File: src/rtl/adder_share_arb.sv
// Round-robin arbiter that time-shares a single W-bit adder among NREQ requesters.
// One transaction in flight: grant -> drive adder operands -> capture sum -> respond.
module adder_share_arb #(
    parameter int NREQ = 4,
    parameter int W    = 4,
    parameter int IDW  = $clog2(NREQ)
) (
    input  logic                clk,
    input  logic                rst_n,
    input  logic [NREQ-1:0]     req_valid,
    input  logic [NREQ*W-1:0]   req_a,
    input  logic [NREQ*W-1:0]   req_b,
    output logic [NREQ-1:0]     req_ready,
    output logic [W-1:0]        add_a,
    output logic [W-1:0]        add_b,
    input  logic [W-1:0]        add_sum,
    output logic                rsp_valid,
    output logic [W-1:0]        rsp_sum,
    output logic [IDW-1:0]      rsp_id,
    input  logic                rsp_ready
);

    typedef enum logic [1:0] {
        IDLE = 2'd0,
        ADD  = 2'd1,
        RESP = 2'd2
    } state_t;

    state_t                state_r;
    state_t                state_nxt_s;
    logic [IDW-1:0]        rr_ptr_r;
    logic [IDW-1:0]        id_r;
    logic [IDW-1:0]        winner_s;
    logic [IDW-1:0]        ptr_nxt_s;
    logic [2*NREQ-1:0]     dbl_s;
    logic [NREQ-1:0]       rot_s;
    logic [IDW:0]          cand_s;
    logic                  found_s;
    logic                  any_s;
    logic                  grant_s;
    logic [W-1:0]          add_a_r;
    logic [W-1:0]          add_b_r;
    logic                  rsp_valid_r;
    logic [W-1:0]          rsp_sum_r;
    logic [IDW-1:0]        rsp_id_r;

    assign add_a     = add_a_r;
    assign add_b     = add_b_r;
    assign rsp_valid = rsp_valid_r;
    assign rsp_sum   = rsp_sum_r;
    assign rsp_id    = rsp_id_r;

    // Round-robin search: rotate requests so rr_ptr sits at bit 0, take the first set bit.
    always_comb begin
        dbl_s    = {req_valid, req_valid} >> rr_ptr_r;
        rot_s    = dbl_s[NREQ-1:0];
        winner_s = rr_ptr_r;
        found_s  = 1'b0;
        cand_s   = '0;
        for (int k = 0; k < NREQ; k++) begin
            cand_s = {1'b0, rr_ptr_r} + (IDW+1)'(k);
            if (cand_s >= (IDW+1)'(NREQ)) begin
                cand_s = cand_s - (IDW+1)'(NREQ);
            end else begin
                cand_s = cand_s;
            end
            if (!found_s && rot_s[k]) begin
                found_s  = 1'b1;
                winner_s = cand_s[IDW-1:0];
            end else begin
                found_s  = found_s;
            end
        end
        if (winner_s == IDW'(NREQ-1)) begin
            ptr_nxt_s = '0;
        end else begin
            ptr_nxt_s = winner_s + IDW'(1);
        end
    end

    // Grant is possible in IDLE, or in RESP on the same cycle the response is consumed.
    always_comb begin
        any_s   = |req_valid;
        grant_s = any_s && rst_n &&
                  ((state_r == IDLE) || ((state_r == RESP) && rsp_ready));
        if (grant_s) begin
            req_ready = NREQ'(1) << winner_s;
        end else begin
            req_ready = '0;
        end
    end

    // Next-state logic.
    always_comb begin
        state_nxt_s = state_r;
        case (state_r)
            IDLE: begin
                if (grant_s) state_nxt_s = ADD;
                else         state_nxt_s = IDLE;
            end
            ADD: begin
                state_nxt_s = RESP;
            end
            RESP: begin
                if (!rsp_ready)   state_nxt_s = RESP;
                else if (grant_s) state_nxt_s = ADD;
                else              state_nxt_s = IDLE;
            end
            default: begin
                state_nxt_s = IDLE;
            end
        endcase
    end

    // State register.
    always_ff @(posedge clk or negedge rst_n) begin
        if (!rst_n) state_r <= IDLE;
        else        state_r <= state_nxt_s;
    end

    // Operand, pointer and response registers.
    always_ff @(posedge clk or negedge rst_n) begin
        if (!rst_n) begin
            rr_ptr_r    <= '0;
            id_r        <= '0;
            add_a_r     <= '0;
            add_b_r     <= '0;
            rsp_valid_r <= 1'b0;
            rsp_sum_r   <= '0;
            rsp_id_r    <= '0;
        end else begin
            if (grant_s) begin
                add_a_r  <= req_a[int'(winner_s)*W +: W];
                add_b_r  <= req_b[int'(winner_s)*W +: W];
                id_r     <= winner_s;
                rr_ptr_r <= ptr_nxt_s;
            end
            // The adder has no carry-out, so the sum is taken as-is (modulo 2^W).
            if (state_r == ADD) begin
                rsp_sum_r   <= add_sum;
                rsp_id_r    <= id_r;
                rsp_valid_r <= 1'b1;
            end else if ((state_r == RESP) && rsp_ready) begin
                rsp_valid_r <= 1'b0;
            end
        end
    end

endmodule

File: config.mk
export PLATFORM = sky130hd
export DESIGN_NAME = adder_share_arb
export DESIGN_NICKNAME = d
export VERILOG_FILES = /design/src/rtl/adder_share_arb.sv
export SDC_FILE = /design/constraint.sdc
export NUM_CORES = 1
export LEC_CHECK = 0
export BUFFER_PORTS_ARGS = -buffer_cell sky130_fd_sc_hd__buf_2
export CAP_MARGIN = 20
export CORE_UTILIZATION = 45
export CTS_BUF_LIST = sky130_fd_sc_hd__clkbuf_8
export DETAILED_ROUTE_END_ITERATION = 8
export PLACE_DENSITY_LB_ADDON = 0.12
export SLEW_MARGIN = 20
export SYNTH_ARGS = -nofsm -noshare
export SYNTH_HDL_FRONTEND = slang
export SYNTH_SLANG_ARGS = --single-unit
File: constraint.sdc
create_clock -name clk -period 2.3 [get_ports clk]
set_input_delay 0.46 -clock clk [delete_from_list [all_inputs] [get_ports clk]]
set_output_delay 0.46 -clock clk [all_outputs]
set_load 0.05 [all_outputs]
==> impl_metrics.yaml, run 1 <==
run_status:
  status: "complete, no violations"
die:
  die_h_um: 51.9
  die_area_um2: 2690
  initial_utilization_pct: 49.2
  ioPinCount: 62
  coreArea_um2: 2280
  rows: 17
  die_w_um: 51.9
clocking:
  clk_path_buf_depth: 2
  clock_sinks: 21
  cts_tree: "yes"
  clk_pin_slew_ns: 0.08
  cts_max_level: 1
  cts_buffers: 3
  clk_latency_ns: 0.25
  clockRootBuffer: "clkbuf_8"
drt:
  wl_per_cell_um: 13.1
  vias: 1060
  drc: 0
  detail-route-antenna-nets: 0
  drt_wl_total_mm: 2.62
  drt_iter0_drc: 16
  drtPass1Iterations: 4
  viasPerCell: 5.33
global_routing:
  grt-ovfl-total: 0
  antenna_found_initial: 0
  grt_pass1_wl_mm: 4.37
  track_usage_pct: 21.9
  grt_pass1_vias: 1040
  grt_max_degree: 22
yosys:
  synth_area_um2: 1120
  async_reset_ff_share_pct: 100
  synth_xor_area_share_pct: 0
  synthMuxAreaShare_pct: 20.3
  synth_seq_area_share_pct: 46.9
  synth_cell_types: 24
  synth_top_family_by_area: "multiplexers"
  yosysWarnings: 0
  synth_nets: 149
  ys_ff_latch: 21
  synthCells: 105
  synth-edff-count: 0
  synth_compound_area_share_pct: 13.2
  synth.avg_cell_area_um2: 10.7
  synth-simple-area-share_pct: 12.8
  synthAdderAreaFrac_pct: 1.12
  ys.flop_type: "dfrtp_1"
finish:
  layout_commonest_cell: "buf_2"
  drive_gt1_share_pct: 48.5
  final_util_pct: 67.0
  final_nets: 216
  area_growth_pct: 36.1
  diodes: 0
  fillers: 199
  final_cell_mix: "58 x buf_2, 21 x dfrtp_1, 18 x nand2_1, 16 x mux2i_1"
  multi_input_area_um2: 541
  final_cells: 199
  ff_latch_area_um2: 526
sta:
  finalSetupTns_ns: 0
  setup-violations-final: 0
  drv_slew: 0
  finalHoldViolCount: 0
  tightestPinTransition_ns: 0.569
  max_freq_ghz: 0.446
  fin_hold_ws_ns: 0.170
  finalCritPeriodShare_pct: 97.5
  skew_ns: 0.00163
  relSlewSlack_pct: 62.0
  period_minus_slack_ns: 2.24
power_and_ir_drop:
  ir_drop_uv: 871
  p_per_area_nw_per_um2: 1340
  leakage_uw: 0.000810
worst_setup_path:
  critical_path.endpoint_type: "primary output"
  cp_slowest_cell: "o221a_2"
  critPathBufInv: 2
  crit_arrival_ns: 1.78
  critPathMaxStageDelay_ns: 0.31
  critPathLaunchType: "primary input"
  crit_family: "simple AND/OR/NAND/NOR gates"
  rrSetupSlack_ns: 0.38
  crit_fanout: 5
  required_ns: 1.84
  critPathKind: "in2out"
  crit_chain: "buf_2 > nor2b_1 > a21oi_1 > o221a_2 > nand2b_2 > nor2_2 > clkbuf_4"
placed_design:
  dp.cells: 195
  gp_congestion: 0.850
  hpwl_mm: 2.06
  port_buffers: 61
hold_path:
  hold_class: "in2async"
job:
  drv_cap: 0
==> path summary, 6_finish.rpt <==
kind,from,endpoint,cells past startpoint
worst max register to register,rr_ptr_r[0],add_a[2],7
worst max-delay path,req_valid[3],req_ready[0],7
min in group clk,add_sum[0],rsp_sum[0],2
worst min-delay path,rst_n,rsp_valid,2
worst min register to register,id_r[1],id_r[1],2
max in group asynchronous,rst_n,add_a[3],2
==> Yosys cell counts, types with 3 or more instances <==
| cell | count | area [µm²] |
|---|---|---|
| dfrtp_1 | 21 | 526 |
| nand2_1 | 18 | 67.6 |
| mux2i_1 | 16 | 160 |
| o221ai_1 | 8 | 70.1 |
| mux2_2 | 6 | 67.6 |
| nor2_1 | 5 | 18.8 |
| a21oi_1 | 4 | 20.0 |
| nor2b_1 | 4 | 25.0 |
| o21ai_0 | 4 | 20.0 |
| clkbuf_1 | 3 | 11.3 |
| inv_1 | 3 | 11.3 |
==> worst register-to-register path: cells and delay by family (launching register included) <==
family	cells	cell delay, ns
AO/OA/AOI/OAI	2	0.56
buffers and inverters	2	0.43
flip-flops	1	0.41
multiplexers	1	0.23
AND/OR/NAND/NOR	2	0.16
==> kinds of logic after synthesis <==
logic type      after synthesis
fa+ha+maj                     1
flops                        21
simple gates                 32
mux                          22
buf+inv                       9
compound gates               20
==> routing by layer <==
metal	track usage, %	part of all wire (%)
met3	4.09	5.8
met1	25.7	41
met5	0	0
met2	39.1	52
met4	8.11	0.84
==> flip-flops by register name, indices dropped and copies added, names as in the netlist <==
| register | flops |
|---|---|
| rsp_valid | 1 |
| rsp_id | 2 |
| state_r | 2 |
| add_a | 4 |
| id_r | 2 |
| rr_ptr_r | 2 |
| rsp_sum | 4 |
| add_b | 4 |
==> report_power, final <==
group	internal (µW)	total, µW	leakage [µW]	switching (µW)
clock network	120	240	0.0000255	120
logic	369	1170	0.000529	801
registers	533	627	0.000255	94.3
total	1020	2040	0.000810	1020
==> through the flow <==
stage / worst slack [ns] / cell area [µm²] / total power, µW
after detailed placement: 0.00993 / 1470 / 1810
final: 0.0568 / 1520 / 2040
after floorplan: 0.00650 / 1130 / 1540
after CTS: 0.0281 / 1520 / 2050
after global routing: -0.0163 / 1520 / 2170
after global placement: 0.0773 / 1470 / 1770
==> final cells by class <==
| type | count | area share [%] |
|---|---|---|
| repair buffers | 68 | 24.0 |
| clock buffers | 3 | 2.71 |
| flip-flops and latches | 21 | 34.5 |
| inverters | 3 | 0.739 |
| multi-input cells | 75 | 35.5 |
| clock inverters | 1 | 0.328 |
| well taps | 28 | 2.30 |
==> timing repair <==
action                                 4_1_cts  5_1_grt
buffers inserted                             0        0
cloned                                       0        0
gates resized for setup                      1        4
setup endpoints to repair                    1        4
hold buffers                                 0        0
endpoints found under the hold margin        0        0
Note: power is estimated with default switching activity, not from simulation.
==> run 2, diff against run 1 <==
clock period = 2.4 ns   (was 2.3 ns; I/O delays follow)
==> impl_metrics.yaml, run 2 (synthesized netlist as in run 1, its figures left out) <==
drt:
  drtPass1Iterations: 4
  drt_wl_total_mm: 2.57
  viasPerCell: 5.23
  wl_per_cell_um: 13.0
  vias: 1035
  detail-route-antenna-nets: 0
  drt_iter0_drc: 17
  drc: 0
sta:
  relSlewSlack_pct: 62.2
  finalCritPeriodShare_pct: 95.1
  finalSetupTns_ns: 0
  setup-violations-final: 0
  drv_slew: 0
  period_minus_slack_ns: 2.28
  skew_ns: 0.00172
  rsz0062_at_grt: "false"
  tightestPinTransition_ns: 0.566
  finalHoldViolCount: 0
  max_freq_ghz: 0.438
clocking:
  clk_path_buf_depth: 2
  cts_buffers: 3
  hold_buffers: 0
  cts_max_level: 1
  clk_pin_slew_ns: 0.08
  clk_latency_ns: 0.26
  cts_tree: "yes"
  clockRootBuffer: "clkbuf_8"
  clock_sinks: 21
die:
  initial_utilization_pct: 49.2
  die_area_um2: 2690
  die_h_um: 51.9
  ioPinCount: 62
  coreArea_um2: 2280
  die_w_um: 51.9
  rows: 17
global_routing:
  grt_pass1_wl_mm: 4.24
  antenna_found_initial: 0
  track_usage_pct: 21.7
  grt_max_degree: 22
  grt_pass1_vias: 1004
  grt-ovfl-total: 0
placed_design:
  port_buffers: 61
  placed_cell_area_um2: 1460
  gp_congestion: 0.840
  dp.cells: 194
worst_setup_path:
  critical_path.endpoint_type: "primary output"
  critPathLaunchType: "primary input"
  crit_path_start: "req_valid[0]"
  crit_arrival_ns: 1.80
  required_ns: 1.92
  crit_fanout: 5
  critPathKind: "in2out"
  r2r-start: "rr_ptr_r[1]"
finish:
  drive_gt1_share_pct: 47.6
  final_nets: 215
  final_cells: 198
  final_cell_mix: "59 x buf_2, 21 x dfrtp_1, 18 x nand2_1, 16 x mux2i_1, 8 x o221ai_1"
  area_growth_pct: 35.0
  post-route-cell-area_um2: 1510
  layout_commonest_cell: "buf_2"
  diodes: 0
power_and_ir_drop:
  ir_drop_uv: 896
  p_per_area_nw_per_um2: 1280
  finalPower_uw: 1940
  leakage_uw: 0.000805
job:
  drv_cap: 0
run_status:
  status: "complete, no violations"
hold_path:
  hold_class: "in2async"
[run 2: worst max-delay path, cell delays in order]
cell and delay (ns):
buf_2 0.11, nor2b_1 0.22, a21oi_1 0.08, o221a_2 0.30
nand2b_1 0.24, nor2_2 0.13, clkbuf_4 0.24
[run 2: stage by stage]
stage | util (%) | setup WS, ns | hold WS (ns)
5_1_grt | 66.4 | 0.0216 | 0.216
3_5_place_dp | 64.2 | 0.113 | 0.468
2_1_floorplan | - | 0.0665 | 0.184
6_report | 66.4 | 0.116 | 0.191
4_1_cts | 66.2 | 0.0938 | 0.194
3_3_place_gp | 64.2 | 0.148 | 0.457
[run 2: layout make-up]
| class | count | area [µm²] |
|---|---|---|
| Clock inverter | 1 | 5.00 |
| Fill cell | 197 | 764 |
| Tap cell | 28 | 35.0 |
| Inverter | 3 | 11.3 |
| Sequential cell | 21 | 526 |
| Multi-Input combinational cell | 75 | 538 |
| Timing Repair Buffer | 67 | 355 |
| Clock buffer | 3 | 41.3 |
[run 2: worst paths after layout]
| path | endpoint | slack (ns) | cells past startpoint |
|---|---|---|---|
| worst max-delay path | req_ready[0] | 0.12 | 7 |
| worst min-delay path | rsp_valid | 0.19 | 2 |
| worst max register to register | add_b[1] | 0.51 | 7 |
| worst min register to register | id_r[1] | 0.48 | 2 |
| max in group asynchronous | add_a[0] | 2.00 | 2 |
| min in group clk | rsp_sum[0] | 0.45 | 2 |
[run 2: routing by layer]
| metal | GRT usage [%] | share of wire [%] |
|---|---|---|
| met5 | 0 | 0 |
| met4 | 11.3 | 1.1 |
| met1 | 26.9 | 42 |
| met2 | 36.5 | 51 |
| met3 | 2.92 | 6.0 |
[run 2: power breakdown]
| group | internal [µW] | switching, µW |
|---|---|---|
| clock | 116 | 117 |
| sequential | 511 | 90.8 |
| combinational | 344 | 762 |
[run 2: what timing repair did]
action / CTS / global route
setup buffers: 0 / 0
gates resized for setup: 0 / 3
setup endpoints to repair: 0 / 3
